[config.mk]
export PLATFORM = sky130hd
export DESIGN_NAME = maxpool7x7_collector
export DESIGN_NICKNAME = d
export VERILOG_FILES = /design/src/rtl/maxpool_pkg.sv /design/src/rtl/maxpool7x7_collector.sv
export SDC_FILE = /design/constraint.sdc
export NUM_CORES = 1
export LEC_CHECK = 0
export BUFFER_PORTS_ARGS = -buffer_cell sky130_fd_sc_hd__buf_2
export CORE_MARGIN = 2
export CORE_UTILIZATION = 25
export CTS_CLUSTER_DIAMETER = 200
export DETAILED_ROUTE_END_ITERATION = 8
export PLACE_DENSITY = 0.44
export SETUP_SLACK_MARGIN = 0.2
export SYNTH_ARGS = -nofsm -noshare
export SYNTH_HDL_FRONTEND = slang
export SYNTH_SLANG_ARGS = --single-unit
[constraint.sdc]
create_clock -name clk -period 2.8 [get_ports clk]
set_input_delay 0.7 -clock clk [delete_from_list [all_inputs] [get_ports clk]]
set_output_delay 0.7 -clock clk [all_outputs]
set_load 0.01 [all_outputs]
[src/rtl/maxpool_pkg.sv]
// Shared constants and state encoding for the 7x7 max-pool result collector.
package maxpool_pkg;
  localparam int DATA_W       = 8;
  localparam int POOL_IN_DIM  = 14;
  localparam int POOL_OUT_DIM = 7;
  localparam int NUM_WIN      = POOL_OUT_DIM * POOL_OUT_DIM;
  localparam int IDX_W        = 6;
  localparam int LAST_IDX     = NUM_WIN - 1;

  typedef enum logic [1:0] {IDLE, SCAN, HOLD} state_t;
endpackage

[src/rtl/maxpool7x7_collector.sv]
// Walks the 49 pooling windows, captures each pooled pixel into a flat 7x7 map, then holds it for the consumer.
// Optional MAXPOOL_COLLECT_PIPE_EN registers pool_out before capture (one extra drain cycle in SCAN).
module maxpool7x7_collector
  import maxpool_pkg::*;
#(
  parameter int DATA_W  = maxpool_pkg::DATA_W,
  parameter int OUT_DIM = maxpool_pkg::POOL_OUT_DIM,
  parameter int NUM_WIN = OUT_DIM * OUT_DIM,
  parameter int IDX_W   = maxpool_pkg::IDX_W
) (
  input  logic                      clk,
  input  logic                      rst,
  input  logic                      start,
  output logic [IDX_W-1:0]          pool_idx,
  input  logic [DATA_W-1:0]         pool_out,
  output logic                      busy,
  output logic                      done,
  output logic [DATA_W*NUM_WIN-1:0] pic_out,
  output logic                      pic_valid,
  input  logic                      pic_ack
);
  localparam logic [IDX_W-1:0] LAST = IDX_W'(NUM_WIN - 1);

  state_t state;

`ifdef MAXPOOL_COLLECT_PIPE_EN
  logic [DATA_W-1:0] pool_q;
  logic [IDX_W-1:0]  wr_idx;
  logic              wr_vld;
  logic              drain;
`endif

  always_ff @(posedge clk) begin
    if (rst) begin
      state     <= IDLE;
      pool_idx  <= '0;
      busy      <= 1'b0;
      done      <= 1'b0;
      pic_valid <= 1'b0;
      pic_out   <= '0;
`ifdef MAXPOOL_COLLECT_PIPE_EN
      pool_q    <= '0;
      wr_idx    <= '0;
      wr_vld    <= 1'b0;
      drain     <= 1'b0;
`endif
    end else begin
      done <= 1'b0;
`ifdef MAXPOOL_COLLECT_PIPE_EN
      // Write stage trails the index by one cycle; the drain cycle issues no new sample.
      pool_q <= pool_out;
      wr_idx <= pool_idx;
      wr_vld <= (state == SCAN) && !drain;
      if (wr_vld) pic_out[DATA_W*int'(wr_idx) +: DATA_W] <= pool_q;
`endif
      case (state)
        IDLE: begin
          if (start) begin
            state <= SCAN;
            busy  <= 1'b1;
          end
        end
        SCAN: begin
`ifdef MAXPOOL_COLLECT_PIPE_EN
          if (drain) begin
            drain     <= 1'b0;
            state     <= HOLD;
            pool_idx  <= '0;
            busy      <= 1'b0;
            pic_valid <= 1'b1;
            done      <= 1'b1;
          end else if (pool_idx == LAST) begin
            drain <= 1'b1;
          end else begin
            pool_idx <= pool_idx + 1'b1;
          end
`else
          pic_out[DATA_W*int'(pool_idx) +: DATA_W] <= pool_out;
          if (pool_idx == LAST) begin
            state     <= HOLD;
            pool_idx  <= '0;
            busy      <= 1'b0;
            pic_valid <= 1'b1;
            done      <= 1'b1;
          end else begin
            pool_idx <= pool_idx + 1'b1;
          end
`endif
        end
        HOLD: begin
          if (pic_ack) begin
            pic_valid <= 1'b0;
            if (start) begin
              state <= SCAN;
              busy  <= 1'b1;
            end else begin
              state <= IDLE;
            end
          end
        end
        default: state <= IDLE;
      endcase
    end
  end
endmodule
**Yosys cells after proc, flatten, opt, wreduce, memory -nomap -nowiden**

Index checks and enable logic that the tools add are counted.

- $add $sub $neg: 2
- $mul: 0
- Div/mod/pow operators: 0
- Order comparisons: 0
- Equality and inequality tests: 6
- Shift-type cells: 2
- Multiplexer cells: 15
- Bitwise logic cells: 1
- Reduce and logical (&&, ||, !) cells: 7

Operators by type and width:

| operator | count |
|---|---|
| $bwmux 392 | 1 |
| $shift 8x33->392 const A | 1 |
| $shiftx 8x33->392 | 1 |
| $neg 9->33 | 1 |
| $reduce_and 3->1 | 3 |
| $mux 1 | 7 |
| $add 6x1->6 const B | 1 |
| $eq 6x6->1 const B | 1 |
| $mux 2 | 3 |
| $mux 6 | 1 |
| $ne 2x2->1 const B | 3 |
| $pmux 2 s3 | 1 |
| $pmux 1 s3 | 1 |
| $reduce_bool 3->1 | 1 |
| $eq 2x1->1 const B | 1 |
| $eq 2x2->1 const B | 1 |
| $logic_not 2->1 | 1 |
| $pmux 1 s2 | 1 |
| $reduce_bool 2->1 | 1 |
| $reduce_or 2->1 | 1 |
| $not 1->1 | 1 |

- Register bits: 403
- Bits in latches: 0
- Bits in writable memories: 0
- Memory bits (read-only): 0
- Input bits: 12
- Word-level logic and storage cells: 39
- Memories kept: 0

**Logic depth before layout (Yosys ltp)**

- Word-level depth: 3
- Mapped depth: 10

**Worst setup path after synthesis**

Ideal clock, no wire load.

- Path type: reg-to-reg
- Start: reg pool_idx[2]
- End: reg pic_out[320]
- Data arrival time: 2686 ps
- Data required time: 2668 ps
- Setup slack: -18 ps
- Cell stages (with the launch flop): 9
- Clock period less this slack: 2818 ps
- Cell sequence: dfxtp_1 -> or2_2 -> nor4_1 -> ha_1 -> or4b_4 -> a31oi_4 -> buf_6 -> nand4_4 -> mux2i_1

- Cells in the longest elaborated chain, start to end: 3
- Elaborated cells between the ends (all ways): 4
- Those cells by class: 1 x add/sub; 2 x shift; 1 x mux

RTL lines:

| element | RTL line | source |
|---|---|---|
| start, declared | maxpool7x7_collector.sv:14 | `output logic [IDX_W-1:0] pool_idx,` |
| start signal, assigned | maxpool7x7_collector.sv:86 | `pool_idx <= pool_idx + 1'b1;` |
| $neg 9->33 * | maxpool7x7_collector.sv:78 | `pic_out[DATA_W*int'(pool_idx) +: DATA_W] <= pool_out;` |
| $shiftx 8x33->392 or $shift 8x33->392 (tied branches) | maxpool7x7_collector.sv:78 |  |
| $bwmux 392 * | maxpool7x7_collector.sv:78 |  |
| end signal, assigned by index | maxpool7x7_collector.sv:78 |  |
| end, declared | maxpool7x7_collector.sv:18 | `output logic [DATA_W*NUM_WIN-1:0] pic_out,` |

Every way passes the cells marked *; elsewhere a longest branch is shown, timed or not.
A chain may end at the register's enable or synchronous reset.

**Worst setup path after layout**

- Start: reg pool_idx[2]
- End: reg pic_out[353]

Same word-level chain as after synthesis.

==> results by group <==
Finish
  • Syn-to-layout area delta: 32.3%
  • Final Cell Area: between 20000 and 25000 sq um
  • Layout Nets: 1931
  • Share of cells above drive strength 1: roughly a third
  • # fillers: 6659
  • Filler-free cell count of the finished design: between 2000 and 3000

STA
  • Max Slew Vio Count: 0
  • Slew @ Worst Pin: 0.889 ns
  • Setup TNS: 0 ns
  • # setup viols final: 0
  • Final period util: between 90% and 100%
  • F_max: approximately 390 MHz
  • Slew margin rel.: 40.7%
  • Post-route minimum period: between 2 and 3 ns
  • Clk_skew: 0.0200 ns
  • Hold Vio Cnt, Final: 0
  • RSZ-0062 raised after global routing: yes

Clock network
  • CTS tree: built
  • Clock insertion delay at the later pin of the skew report: a little under 0.6 ns
  • Post-CTS Hold Buffers: 0
  • Clk slew on worst S/H paths: 0.06 ns
  • Clk sinks: 403
  • Htree depth: 2
  • Root buf cell: clkbuf_16
  • Max Buffers Root-to-Sink: 3
  • Num CTS Buffers: 48

Yosys
  • Ys flop type: dfxtp_1
  • Synth area leader: dfxtp_1
  • Count leader, synth: dfxtp_1
  • EDFF count, synth: 0
  • Yosys reg bits: just over 400
  • Syn_nets: between 1500 and 2000
  • Mapped Area: around 16000 sq um
  • Largest cells by area after synthesis: dfxtp_1 (49%), mux2i_1 (21%), nand2b_1 (13%), nand4_4 (2.8%), clkbuf_1 (2.2%)
  • Post-Synthesis Cells: around 1500
  • Seq/Total Area, Yosys: 48.9%
  • Yosys cell types: 55
  • Syn_area_per_cell: around 11 sq um
  • Synth cell count leaders: dfxtp_1 (403), mux2i_1 (352), nand2b_1 (333)
  • Top-area cell type share of the netlist area: 48.9%
  • Synth Warn #: 0
  • Fraction of registers with async set/reset: 0%

Die
  • Die X: between 200 and 300 microns
  • Die ar.: about 68000 sq um
  • Die Y: between 200 and 300 microns
  • Initial core utilization: 25.2%
  • Placement Rows: 94
  • Ports: 413
  • Total core area: about 66000 sq um

Setup path
  • Crit Path Class: reg -> reg
  • Crit path max-delay cell type: or4b_4
  • R2R Setup Slk: 0.22 ns
  • WP data arrival: around 3.1 ns
  • CP Buf/Inv Count: 2
  • CP Data Required Time: about 3.3 ns
  • Worst Setup Start Kind: flip-flop
  • Cell family with most CP delay: simple AND/OR/NAND/NOR gates
  • Max stage delay on crit path: ~0.52 ns
  • Max FO, Critical Path: 6
  • Crit end category: flip-flop
  • Crit path cell chain: or2_4 -> nor4_4 -> ha_1 -> or4b_4 -> a31oi_4 -> buf_12 -> buf_16 -> and4_4 -> mux2i_1

Route
  • DRC Markers: 0
  • Routed vias/inst: roughly 4.4
  • Drt first pass iters: 5
  • Vias: between 10000 and 15000
  • DRT iter0 DRCs: 560
  • Routed Antenna Nets: 0
  • WL/cell: between 20 and 25 microns
  • WL final: 58200 microns

Global routing
  • First-pass GRT wire length: around 84000 microns
  • Grt met2 use: ~28%
  • GRT busiest layer: met2
  • Remaining global-route overflow: 0
  • Vias in the first global route: ~12000
  • Met3 usage in global routing: about 4.8%
  • Largest net degree at the start of global routing: 136
  • Met1 Track Usage GR: around a fifth
  • Number of antenna violations at the first check in global routing: 5
  • Total global-route track usage: 16.6%

Run
  • Max-cap violations: 0

Placed design
  • Placed cell count: 2712
  • DPL Wire Length: between 30000 and 40000 microns
  • Gpl congestion: between 0.7 and 0.8
  • Placed cell areas: ~20000 sq um
  • IO Port Bufs: slightly above 400

Power and ir drop
  • LEAKAGE: about 11 nW
  • Peak supply drop: approximately 0.0004 V
  • Pwr/cell area: ~600 nW/um^2

Hold path
  • Worst min-delay path class: in -> reg

Outcome
  • Outcome: finished, final reports clean
[through the flow]
stage	utilization, %	total power, mW	hold WS (ns)	setup slack, ns
floorplan	-	6.41	0.493	0.190
global placement	30.3	6.76	0.456	0.151
detailed placement	30.3	6.77	0.459	0.124
CTS	33.0	13.2	0.360	0.170
global route	33.3	13.5	0.378	0.136
finish	33.3	13.0	0.402	0.218
[placed cells by master (no fill, tap or decap), drive strengths merged, types with 2 or more instances in the layout]
master | Yosys | layout
and2 | 4 | 4
a2bb2oi | 2 | 2
xor2 | 6 | 6
o32ai | 2 | 2
ha | 3 | 3
nor2b | 4 | 4
a31oi | 3 | 3
or2 | 3 | 3
and3 | 2 | 2
nor3b | 2 | 2
and4 | 2 | 2
clkbuf | 96 | 78
nor2 | 48 | 48
o22ai | 2 | 2
o21bai | 2 | 2
nand3 | 16 | 16
o21ai | 40 | 40
nand3b | 33 | 33
nand2 | 9 | 9
dfxtp | 403 | 403
diode | 0 | 2
nand4b | 15 | 15
nor4 | 5 | 5
buf | 27 | 496
or3 | 3 | 3
inv | 5 | 7
nand2b | 333 | 333
nand4 | 43 | 43
mux2i | 352 | 352
clkinv | 0 | 7
a21oi | 12 | 12
xnor2 | 4 | 4
[flip-flops by register name, indices dropped and copies added (netlist names)]
register and flops:
pic_out 392, pool_idx 6, state 2, busy 1
done 1, pic_valid 1
[cell families (layout without fill, tap and decap cells)]
logic type | Yosys count | after routing | synth area share, %
simple gates | 529 | 529 | 22.7
flops | 403 | 403 | 48.9
mux | 352 | 352 | 21.4
buf+inv | 128 | 590 | 3.28
compound gates | 66 | 66 | 2.66
xor+xnor | 10 | 10 | 0.782
fa+ha+maj | 3 | 3 | 0.228
other cells | 0 | 2 | 0
[power by group]
group / internal [mW] / switching [mW]
combinational: 0.327 / 0.604
clock: 3.78 / 2.52
sequential: 5.75 / 0.0132
[routing by layer]
layer	share of wire, %	up-vias
met5	0	-
met4	2.2	0
met3	7.1	69
met2	47	305
met1	43	5988
li1	-	5951
[tightest hold or removal path, cell delays in order]
cell	delay (ns)
buf_2	0.12
nand2_1	0.05
a21oi_1	0.05
[final cells by class]
class | count | area (sq um) | area share (%)
Antenna cell | 2 | 5.00 | 0.0229
Clock buffer | 76 | 1510 | 6.92
Clock inverter | 11 | 91.3 | 0.419
Inverter | 5 | 18.8 | 0.0860
Multi-Input combinational cell | 960 | 8080 | 37.0
Sequential cell | 403 | 8080 | 37.0
Tap cell | 864 | 1080 | 4.96
Timing Repair Buffer | 498 | 2950 | 13.5
[final timing paths]
kind	depth (start not counted)	startpoint	endpoint
worst max register to register	9	pool_idx[2]	pic_out[353]
worst min-delay path	3	pic_ack	state[0]
worst min register to register	2	pic_out[86]	pic_out[86]
worst max-delay path	9	pool_idx[2]	pic_out[353]
[what timing repair did]
action	CTS	global route
cloned	1	1
pin swaps	5	9
gates resized for setup	6	14
endpoints found under the setup margin	111	224
setup buffers	6	10
Note: power is estimated with default switching activity, not from simulation.
